==> src/rtl/systolic_sequencer_pkg.sv <==
// -----------------------------------------------------------------------------
// systolic_sequencer_pkg
// Shared definitions for the lvg dripper / systolic array control path:
// FSM state encoding (3-bit binary) and the default matrix geometry that the
// dripper and PE array are built with.
// Ports: none (package).
// -----------------------------------------------------------------------------
package systolic_sequencer_pkg;

  typedef enum logic [2:0] {
    IDLE   = 3'd0,
    LOAD   = 3'd1,
    DRIP   = 3'd2,
    DRAIN  = 3'd3,
    RESULT = 3'd4
  } seq_state_e;

  localparam int DEFAULT_N         = 4;
  localparam int DEFAULT_DRAIN_CYC = 4;
  localparam int DEFAULT_CNT_W     = 6;

  // A zero-cycle drain still needs a 1-bit register to exist.
  function automatic int drain_width(input int cyc);
    return (cyc < 1) ? 1 : $clog2(cyc + 1);
  endfunction

endpackage

==> src/rtl/systolic_sequencer.sv <==
// -----------------------------------------------------------------------------
// systolic_sequencer
// Control FSM for one NxN matrix pass: load the dripper, step it through the
// skew window 1..2N-1, let the PE array drain for DRAIN_CYC cycles, then offer
// the result with a valid/ready handshake and pulse done.
//
// Ports:
//   clk          in   system clock, rising edge
//   rst_n        in   asynchronous active-low reset
//   start        in   request a pass (only honoured in IDLE)
//   abort        in   synchronous cancel back to IDLE, no done
//   result_ready in   consumer accepts the result
//   load         out  dripper load strobe
//   count        out  dripper step index (0..2N)
//   acc_clear    out  clear PE accumulators (with load)
//   array_en     out  PE array advance enable
//   busy         out  high whenever the FSM is not IDLE
//   result_valid out  PE outputs final, held until accepted
//   done         out  one-cycle completion pulse
// -----------------------------------------------------------------------------
module systolic_sequencer
  import systolic_sequencer_pkg::*;
#(
  parameter int N         = DEFAULT_N,
  parameter int DRAIN_CYC = DEFAULT_DRAIN_CYC,
  parameter int CNT_W     = DEFAULT_CNT_W
) (
  input  logic             clk,
  input  logic             rst_n,
  input  logic             start,
  input  logic             abort,
  input  logic             result_ready,
  output logic             load,
  output logic [CNT_W-1:0] count,
  output logic             acc_clear,
  output logic             array_en,
  output logic             busy,
  output logic             result_valid,
  output logic             done
);

  localparam int DRAIN_W = drain_width(DRAIN_CYC);

  localparam logic [CNT_W-1:0]   LAST_STEP  = CNT_W'(2 * N - 1);
  localparam logic [CNT_W-1:0]   DRAIN_STEP = CNT_W'(2 * N);
  localparam logic [DRAIN_W-1:0] DRAIN_LAST = DRAIN_W'(DRAIN_CYC);

  seq_state_e         state, state_next;
  logic [CNT_W-1:0]   count_next;
  logic [DRAIN_W-1:0] drain_cnt, drain_next;
  logic               done_next;

  // Next-state and counter logic. Every output is registered, so the values
  // computed here are what the outputs will show after the coming edge.
  always_comb begin
    state_next = state;
    count_next = count;
    drain_next = drain_cnt;
    done_next  = 1'b0;

    unique case (state)
      IDLE: begin
        count_next = '0;
        if (start) state_next = LOAD;
      end
      LOAD: begin
        state_next = DRIP;
        count_next = CNT_W'(1);
      end
      DRIP: begin
        if (count == LAST_STEP) begin
          // The dripper emits zeros once count reaches 2N, so parking count
          // there keeps the array fed with zeros while it drains.
          if (DRAIN_CYC == 0) begin
            state_next = RESULT;
            count_next = '0;
          end else begin
            state_next = DRAIN;
            count_next = DRAIN_STEP;
            drain_next = DRAIN_W'(1);
          end
        end else begin
          count_next = count + CNT_W'(1);
        end
      end
      DRAIN: begin
        if (drain_cnt == DRAIN_LAST) begin
          state_next = RESULT;
          count_next = '0;
          drain_next = '0;
        end else begin
          drain_next = drain_cnt + DRAIN_W'(1);
        end
      end
      RESULT: begin
        count_next = '0;
        if (result_ready) begin
          state_next = IDLE;
          done_next  = 1'b1;
        end
      end
      default: begin
        state_next = IDLE;
        count_next = '0;
        drain_next = '0;
      end
    endcase

    // Abort beats every other transition, including start and the handshake.
    if (abort) begin
      state_next = IDLE;
      count_next = '0;
      drain_next = '0;
      done_next  = 1'b0;
    end
  end

  // State, counters and the registered copies of the decoded outputs.
  always_ff @(posedge clk or negedge rst_n) begin
    if (!rst_n) begin
      state        <= IDLE;
      count        <= '0;
      drain_cnt    <= '0;
      load         <= 1'b0;
      acc_clear    <= 1'b0;
      array_en     <= 1'b0;
      busy         <= 1'b0;
      result_valid <= 1'b0;
      done         <= 1'b0;
    end else begin
      state        <= state_next;
      count        <= count_next;
      drain_cnt    <= drain_next;
      load         <= (state_next == LOAD);
      acc_clear    <= (state_next == LOAD);
      array_en     <= (state_next == DRIP) || (state_next == DRAIN);
      busy         <= (state_next != IDLE);
      result_valid <= (state_next == RESULT);
      done         <= done_next;
    end
  end

endmodule
==> config.mk <==
export PLATFORM = sky130hd
export DESIGN_NAME = systolic_sequencer
export DESIGN_NICKNAME = d
export VERILOG_FILES = /design/src/rtl/systolic_sequencer_pkg.sv /design/src/rtl/systolic_sequencer.sv
export SDC_FILE = /design/constraint.sdc
export NUM_CORES = 1
export LEC_CHECK = 0
export ABC_AREA = 1
export CAP_MARGIN = 0
export CORE_ASPECT_RATIO = 1.25
export CORE_MARGIN = 5
export CORE_UTILIZATION = 50
export CTS_CLUSTER_DIAMETER = 150
export DETAILED_ROUTE_END_ITERATION = 10
export MAX_ROUTING_LAYER = met4
export PLACE_DENSITY = 0.72
export SLEW_MARGIN = 20
export SYNTH_ARGS = -nofsm -noshare
export SYNTH_HDL_FRONTEND = slang
export SYNTH_SLANG_ARGS = --single-unit
==> constraint.sdc <==
create_clock -name clk -period 1.7 [get_ports clk]
set_input_delay 0.34 -clock clk [delete_from_list [all_inputs] [get_ports clk]]
set_output_delay 0.34 -clock clk [all_outputs]
set_load 0.03 [all_outputs]
==> key figures, run 1 <==
Synth
  • Post-synthesis cell count: about 120
  • Library cells used by synthesis: 21
  • Async set or reset register ratio after synthesis: 100%
  • Post-Synthesis Cell Area: ~950 sq um
  • Synth Register Bits: 17
  • Count of synthesis-stage warnings from yosys: 0
  • Cell types with the largest area share after synthesis: dfrtp_1 (45%), nand2_1 (13%), inv_1 (7.5%)
  • Sequential share of the synthesized area: approximately 45%
  • Leading post-synthesis cells by instance count: nand2_1 (32), inv_1 (19), dfrtp_1 (17)
  • Number of flops mapped to enable cells by yosys: 0
  • Most used flip-flop cell after synthesis: dfrtp_1
  • Cell with the most instances after synthesis: nand2_1
  • Top-area cell type share of the netlist area: between 40 and 50%
  • Largest area contributor in the synthesized netlist: dfrtp_1
  • Synthesized area per cell: between 7 and 8 sq um
  • Total nets after synthesis: 131

STA
  • Final max-slew violation count: 0
  • Max Clk Rate: ~0.6 GHz
  • Total count of hold-check failures in the final report: 0
  • Final Setup Violations: 0
  • Share of the clock period used by the worst path after layout: a little over nine tenths
  • Unrepaired setup endpoints after global routing: false
  • Slew at the pin with the worst max-slew slack: 0.320 ns
  • Slew margin rel.: approximately four fifths
  • Max Clock Skew: 0.00714 ns
  • Hold Worst Slack: 0.349 ns
  • Time the worst path needs with I/O delays and setup: 1.62 ns
  • Aggregate negative setup slack: 0 ns

Clocking
  • Clock root buffer: clkbuf_4
  • Clock Sinks: 17
  • Clock buffers created by TritonCTS: 3
  • Clock transition at the registers of the reported paths: approximately 0.10 ns
  • Setup repair bufs after CTS: 0
  • H-tree depth: 1
  • CTS max path bufs: 2
  • Number of hold buffers added after cts: 0
  • Worst skew pair latency: about 0.29 ns
  • TritonCTS clock tree: yes

Global routing
  • Pin count of the biggest net entering global routing: 18
  • Wire length of the first global-routing pass: roughly 3400 um
  • Antenna violations before repair: 0
  • Remaining global-route overflow: 0
  • Total GRT Usage: 15.3%
  • Number of global-route vias before repair: about 800

Setup path
  • Cell family contributing the most delay on the critical path: buffers and inverters
  • CP max-delay cell: clkdlybuf4s50_1
  • Max FO, Critical Path: 1
  • Worst reg-to-reg path cell count: 8
  • CP Launch Type: register
  • Required arrival time at the worst endpoint: ~1.4 ns
  • Startpoint of the worst register-to-register path: count[0]
  • R2R Path End: drain_cnt[1]
  • Maximum single-stage delay on the critical path: around 0.66 ns
  • Cells along the critical path: clkdlybuf4s50_1
  • R2R setup slack: around 0.29 ns
  • Critical path buffer and inverter count: 1
  • Arrival time of the worst setup path: about 1.3 ns
  • Critical path class: reg2out
  • Endpoint kind of the worst setup timing path: primary output

Route
  • Average routed wire per standard cell: 11.5 um
  • Detail Route Antenna Nets: 0
  • Via Count: roughly 850
  • Detailed router's first-iteration violation count: 16
  • Iteration count of the initial detailed-routing pass: 4
  • Post-detailed-routing wire length: approximately 1900 um
  • Via-per-instance ratio: roughly 5.2
  • Number of design rule violations left after detail routing: 0

Floorplan
  • Die width: 49.1 um
  • Die height: around 59 um
  • Full die area: around 2900 sq um
  • Floorplan core area: around 1800 sq um
  • Number of core rows: 17
  • I/O pins: 17
  • Effective utilization at floorplan: ~53%

Layout
  • Fin area: around 1200 sq um
  • Share of final-layout standard cells stronger than drive strength 1: 11.8%
  • Filler cells: 169
  • Non-Filler Instances: between 150 and 200
  • Post-synthesis to final-layout area growth: 23.9%
  • Fin nets: 153
  • Antenna fix cells: 0

Power
  • Post-layout power: approximately 810 uW
  • Power density relative to cell area: 687 nW/um^2
  • Largest voltage drop on the vdd net: roughly 0.00057 V
  • Leak Pwr: 0.758 nW

Placed design
  • Weighted congestion at the end of routability-driven global placement: 0.838
  • Cell Area, Placed: between 1000 and 1500 sq um
  • Cells after DPL: 159
  • Count of buffers inserted at the top-level ports: 16
  • Detailed placement HPWL: 1440 um

Flow run
  • Reported max-cap violation count: 0

Worst hold path
  • Path category of the worst min-delay check: in2async

Run status
  • Run status: finished clean
==> timing repair <==
item / in CTS / in global routing
gates resized for setup: 5 / 6
cloned: 0 / 0
endpoints found under the setup margin: 5 / 6
==> cell families (layout without fill, tap and decap cells) <==
family                     after synthesis  after routing  share of synthesized area (%)
and+or+nand+nor                         69             69                           33.9
buffers and inverters                   22             43                           9.06
DFF                                     17             17                           44.6
AOI/OAI and AO/OA                       11             11                           7.61
adders and majority gates                3              3                           3.94
xor gates and xnor gates                 1              1                          0.919
==> flip-flops by register name, indices dropped and copies added (netlist names) <==
name,cells
count,6
drain_cnt,3
state,3
acc_clear,1
array_en,1
busy,1
done,1
result_valid,1
==> cell usage in the layout, fill, tap and decap left out, drive strengths merged <==
master         synthesis  routed
dfrtp                 17      17
nor2                  12      12
clkbuf                 0       3
buf                    1       2
nand3                 13      13
xor2                   1       1
dlymetal6s2s           0       6
inv                   21      21
ha                     3       3
nor4                   1       1
nand2                 37      37
dlygate4sd2            0       5
nand4                  6       6
clkdlybuf4s50          0       5
clkinv                 0       1
a21oi                  5       5
o21ai                  5       5
o21bai                 1       1
==> where the power goes <==
| part | internal [mW] | switching (mW) | total [mW] | leakage [nW] |
|---|---|---|---|---|
| Clock | 0.0877 | 0.127 | 0.214 | 0.0177 |
| Sequential | 0.423 | 0.0204 | 0.443 | 0.233 |
| Combinational | 0.0572 | 0.0965 | 0.154 | 0.508 |
| Total | 0.568 | 0.244 | 0.811 | 0.758 |
==> per-layer routing <==
layer | wire length, um | global-route usage [%] | vias up
li1 | - | - | 436
met5 | 0 | - | -
met3 | 86 | 3.29 | 6
met2 | 872 | 22.6 | 27
met4 | 40 | 6.92 | 0
met1 | 877 | 20.1 | 377
==> metrics by stage <==
stage / utilization, % / setup WS, ns
2_1_floorplan: - / 0.273
3_3_place_gp: 64.1 / 0.188
3_5_place_dp: 64.1 / 0.151
4_1_cts: 65.3 / 0.0158
5_1_grt: 66.1 / 0.0163
6_report: 66.1 / 0.0754
==> area by class of cell <==
class	instances	area [sq um]	area share, %
clock inverter	1	5.00	0.424
timing repair buffer	18	184	15.6
multi-input combinational	84	442	37.4
clock buffer	3	22.5	1.91
tap	19	23.8	2.01
inverter	21	78.8	6.67
sequential	17	425	36.0
==> worst reg2reg max path: stages (launching register included) <==
cell and delay (ns):
dfrtp_1 0.47, ha_1 0.24, nand2_1 0.08, inv_1 0.11, nand3_1 0.10, nand3_2 0.12
nand2_2 0.07, nand2_1 0.06, nand2_1 0.05
==> worst max-delay path by stage <==
stage,start,end,depth (start not counted)
3_3_place_gp,abort,count[2],5
3_5_place_dp,abort,count[2],5
5_1_grt,array_en,array_en,1
4_1_cts,count[5],count[5],1
2_1_floorplan,count[0],drain_cnt[2],8
6_report,array_en,array_en,1
(Power assumes the default switching activity.)
==> run 2, diff against run 1 <==
--- a/config.mk
+++ b/config.mk
@@ -5,7 +5,6 @@
 export SDC_FILE = /design/constraint.sdc
 export NUM_CORES = 1
 export LEC_CHECK = 0
-export ABC_AREA = 1
 export CAP_MARGIN = 0
 export CORE_ASPECT_RATIO = 1.25
 export CORE_MARGIN = 5
@@ -13,7 +12,7 @@
 export CTS_CLUSTER_DIAMETER = 150
 export DETAILED_ROUTE_END_ITERATION = 10
 export MAX_ROUTING_LAYER = met4
-export PLACE_DENSITY = 0.72
+export PLACE_DENSITY = 0.73
 export SLEW_MARGIN = 20
 export SYNTH_ARGS = -nofsm -noshare
 export SYNTH_HDL_FRONTEND = slang
==> run 2 against run 1 <==
Effect of this change:
- fmax fell by 1.3%
- register-to-register slack worse by 0.20 ns
- final cell count shrank 17%
- synthesized cell count shrank 28%
- final area up 2.6%
- non-clock buffer count grew 12
- critical path type is now in2reg
- critical endpoint is now count[5]
- largest cell class unchanged
==> key figures, run 2 <==
Synth
  • Sequential share of the synthesized area: 46.1% (+1.5 points)
  • Cell types with the largest area share after synthesis: dfrtp_1 (46%), ha_1 (4.1%), a22o_1 (2.8%)
  • Count of synthesis-stage warnings from yosys: 0 (unchanged)
  • Async set or reset register ratio after synthesis: 100% (unchanged)
  • Leading post-synthesis cells by instance count: dfrtp_1 (17), nand2_1 (5), nand3_1 (5)
  • Top-area cell type share of the netlist area: 46.1% (+1.5 points)
  • Number of flops mapped to enable cells by yosys: 0 (unchanged)
  • Post-synthesis cell count: 88 (-28%)
  • Largest area contributor in the synthesized netlist: dfrtp_1
  • Post-Synthesis Cell Area: 922 sq um (-3.3%)
  • Synthesized area per cell: 10.5 sq um (+35%)
  • Total nets after synthesis: 96 (-27%)
  • Most used flip-flop cell after synthesis: dfrtp_1
  • Synth Register Bits: 17 (unchanged)
  • Cell with the most instances after synthesis: dfrtp_1
  • Library cells used by synthesis: 42 (+100%)

STA
  • Total count of hold-check failures in the final report: 0 (unchanged)
  • Slew at the pin with the worst max-slew slack: 0.321 ns (+0.000860 ns)
  • Unrepaired setup endpoints after global routing: false
  • Final max-slew violation count: 0 (unchanged)
  • Max Clock Skew: 0.00224 ns (-0.00490 ns)
  • Slew margin rel.: 78.4% (-0.25 points)
  • Final Setup Violations: 0 (unchanged)
  • Time the worst path needs with I/O delays and setup: 1.65 ns (+0.0219 ns)
  • Max Clk Rate: 0.607 GHz (-1.3%)
  • Share of the clock period used by the worst path after layout: 96.9% (+1.3 points)
  • Aggregate negative setup slack: 0 ns (unchanged)

Clocking
  • Number of hold buffers added after cts: 0 (unchanged)
  • CTS max path bufs: 2 (unchanged)
  • Worst skew pair latency: 0.30 ns (about the same)
  • Clock transition at the registers of the reported paths: 0.11 ns (about the same)
  • Setup repair bufs after CTS: 0 (unchanged)
  • Clock Sinks: 17 (unchanged)
  • Clock root buffer: clkbuf_4
  • H-tree depth: 1 (unchanged)
  • Clock buffers created by TritonCTS: 3 (unchanged)
  • TritonCTS clock tree: yes

Power
  • Sequential share of power: 52.2% (-2.4 points)
  • Switching power: 248 uW (+1.8%)
  • Largest voltage drop on the vdd net: 0.000473 V (-17%)
  • Power density relative to cell area: 689 nW/um^2 (+0.37%)
  • Relative contribution of combinational cells to total power: 20.1% (+1.2 points)
  • Fraction of power consumed by the clock network: 27.7% (+1.3 points)
  • Leak Pwr: 0.626 nW (-17%)
  • Post-layout power: 836 uW (+3.0%)
  • Switching share of power: 29.7% (-0.37 points)
  • Internal power consumption: 588 uW (+3.6%)

Layout
  • Max FFs per register: 6 (unchanged)
  • Post-synthesis to final-layout area growth: 31.5%
  • Largest registers in the final layout: count (6), drain_cnt (3), state (3)
  • Fin area: 1210 sq um (+2.6%)
  • Most common cell after layout, fill and taps aside: dfrtp_1
  • Antenna fix cells: 0 (unchanged)
  • Commonest cells after routing, fill and taps aside: dfrtp_1 (17), buf_4 (14), clkdlybuf4s50_1 (7)
  • Share of final-layout standard cells stronger than drive strength 1: 17.9% (+6.1 points)
  • Fin nets: 126 (-18%)
  • Filler cells: 151 (-11%)
  • Non-Filler Instances: 136 (-17%)
  • Core utilization of the finished layout: 68.7% (+2.6 points)
  • Register with the most flip-flops: count

Route
  • Via-per-instance ratio: 6.01 (+16%)
  • Detail Route Antenna Nets: 0 (unchanged)
  • Post-detailed-routing wire length: 2110 um (+12%)
  • Average routed wire per standard cell: 15.5 um (+35%)
  • Number of design rule violations left after detail routing: 0 (unchanged)
  • Iteration count of the initial detailed-routing pass: 4 (unchanged)
  • Via Count: 817 (-3.4%)
  • Detailed router's first-iteration violation count: 20 (+4)

Global routing
  • Wire length of the first global-routing pass: 3560 um (+3.8%)
  • Remaining global-route overflow: 0 (unchanged)
  • Number of global-route vias before repair: 793 (-1.0%)
  • Pin count of the biggest net entering global routing: 18 (unchanged)
  • Antenna violations before repair: 0 (unchanged)
  • Total GRT Usage: 16.8% (+1.5 points)

Setup path
  • Critical path buffer and inverter count: 1 (unchanged)
  • Critical path class: in2reg
  • CP max-delay cell: or4b_4
  • CP Launch Type: input port
  • Cell family contributing the most delay on the critical path: simple AND/OR/NAND/NOR gates
  • Max FO, Critical Path: 2 (+1)
  • Cells along the critical path: clkdlybuf4s50_1 -> or4b_4 -> or4_1 -> nand3_1
  • Maximum single-stage delay on the critical path: 0.54 ns (-0.12 ns)
  • Required arrival time at the worst endpoint: 1.95 ns (+0.59 ns)
  • Endpoint kind of the worst setup timing path: register
  • Arrival time of the worst setup path: 1.90 ns (+0.62 ns)

Floorplan
  • Floorplan core area: 1770 sq um (-1.2%)
  • Full die area: 2810 sq um (-2.7%)
  • Die height: 58.0 um (-1.4%)
  • Effective utilization at floorplan: 52.2% (-1.1 points)
  • I/O pins: 17 (unchanged)
  • Number of core rows: 17 (unchanged)
  • Die width: 48.4 um (-1.3%)

Placed design
  • Detailed placement HPWL: 1580 um (+9.4%)
  • Count of buffers inserted at the top-level ports: 16 (unchanged)
  • Weighted congestion at the end of routability-driven global placement: 0.878 (+4.8%)
  • Cell Area, Placed: 1180 sq um (+3.5%)
  • Cells after DPL: 132 (-17%)

Flow run
  • Reported max-cap violation count: 0 (unchanged)

Run status
  • Run status: finished clean

Worst hold path
  • Path category of the worst min-delay check: in2async
==> run 2: worst paths after layout <==
| kind | from | endpoint | slack, ns | depth (start not counted) |
|---|---|---|---|---|
| setup / recovery | abort | count[5] | 0.05 | 4 |
| hold / removal | rst_n | count[2] | 0.34 | 2 |
| setup reg to reg | state[0] | count[5] | 0.09 | 3 |
| hold reg to reg | drain_cnt[1] | drain_cnt[1] | 0.54 | 1 |
| max in group asynchronous | rst_n | array_en | 1.17 | 2 |
| min in group clk | drain_cnt[1] | drain_cnt[1] | 0.54 | 1 |
==> run 2: routing by layer <==
metal / GRT usage (%) / up-vias / routed length, um
met3: 3.34 / 7 / 109
met2: 26.3 / 24 / 994
met5: - / - / 0
met4: 11.9 / 0 / 76
met1: 19.1 / 391 / 927
li1: - / 395 / -
==> run 2: repair_timing <==
action	4_1_cts	5_1_grt
pin swaps	0	0
endpoints found under the setup margin	6	3
gates resized for setup	6	3
gates cloned	0	0
==> run 2: metrics by stage <==
stage / worst slack [ns] / hold WS [ns]
after CTS: 0.00369 / 0.342
after floorplan: 0.135 / 0.0444
after global routing: 0.00503 / 0.349
after detailed placement: -0.276 / 0.511
after global placement: -0.234 / 0.510
final: 0.0535 / 0.342
==> run 2: layout make-up <==
cell class	instances	area [sq um]	area share, %
Clock inverter	1	5.00	0.413
Clock buffer	3	22.5	1.86
Tap cell	19	23.8	1.96
Inverter	3	11.3	0.929
Sequential cell	17	425	35.1
Timing Repair Buffer	30	265	21.9
Multi-Input combinational cell	63	459	37.9
==> run 2: logic make-up (layout without fill, tap and decap cells) <==
group,after synthesis,count (layout),share of synthesized area (%)
AND/OR/NAND/NOR,34,34,23.6
AO/OA/AOI/OAI,24,24,19.9
flip-flops,17,17,46.1
buffers and inverters,8,37,4.07
adder cells (fa/ha/maj),4,4,5.16
multiplexers,1,1,1.09
==> run 2: power by group through the flow <==
| stage | clock network, mW | registers [mW] | logic, mW |
|---|---|---|---|
| 3_3_place_gp | 0 | 0.444 | 0.169 |
| 4_1_cts | 0.239 | 0.437 | 0.171 |
| 3_5_place_dp | 0 | 0.444 | 0.172 |
| 5_1_grt | 0.255 | 0.439 | 0.182 |
| 6_report | 0.232 | 0.436 | 0.168 |
| 2_1_floorplan | 0 | 0.464 | 0.0733 |
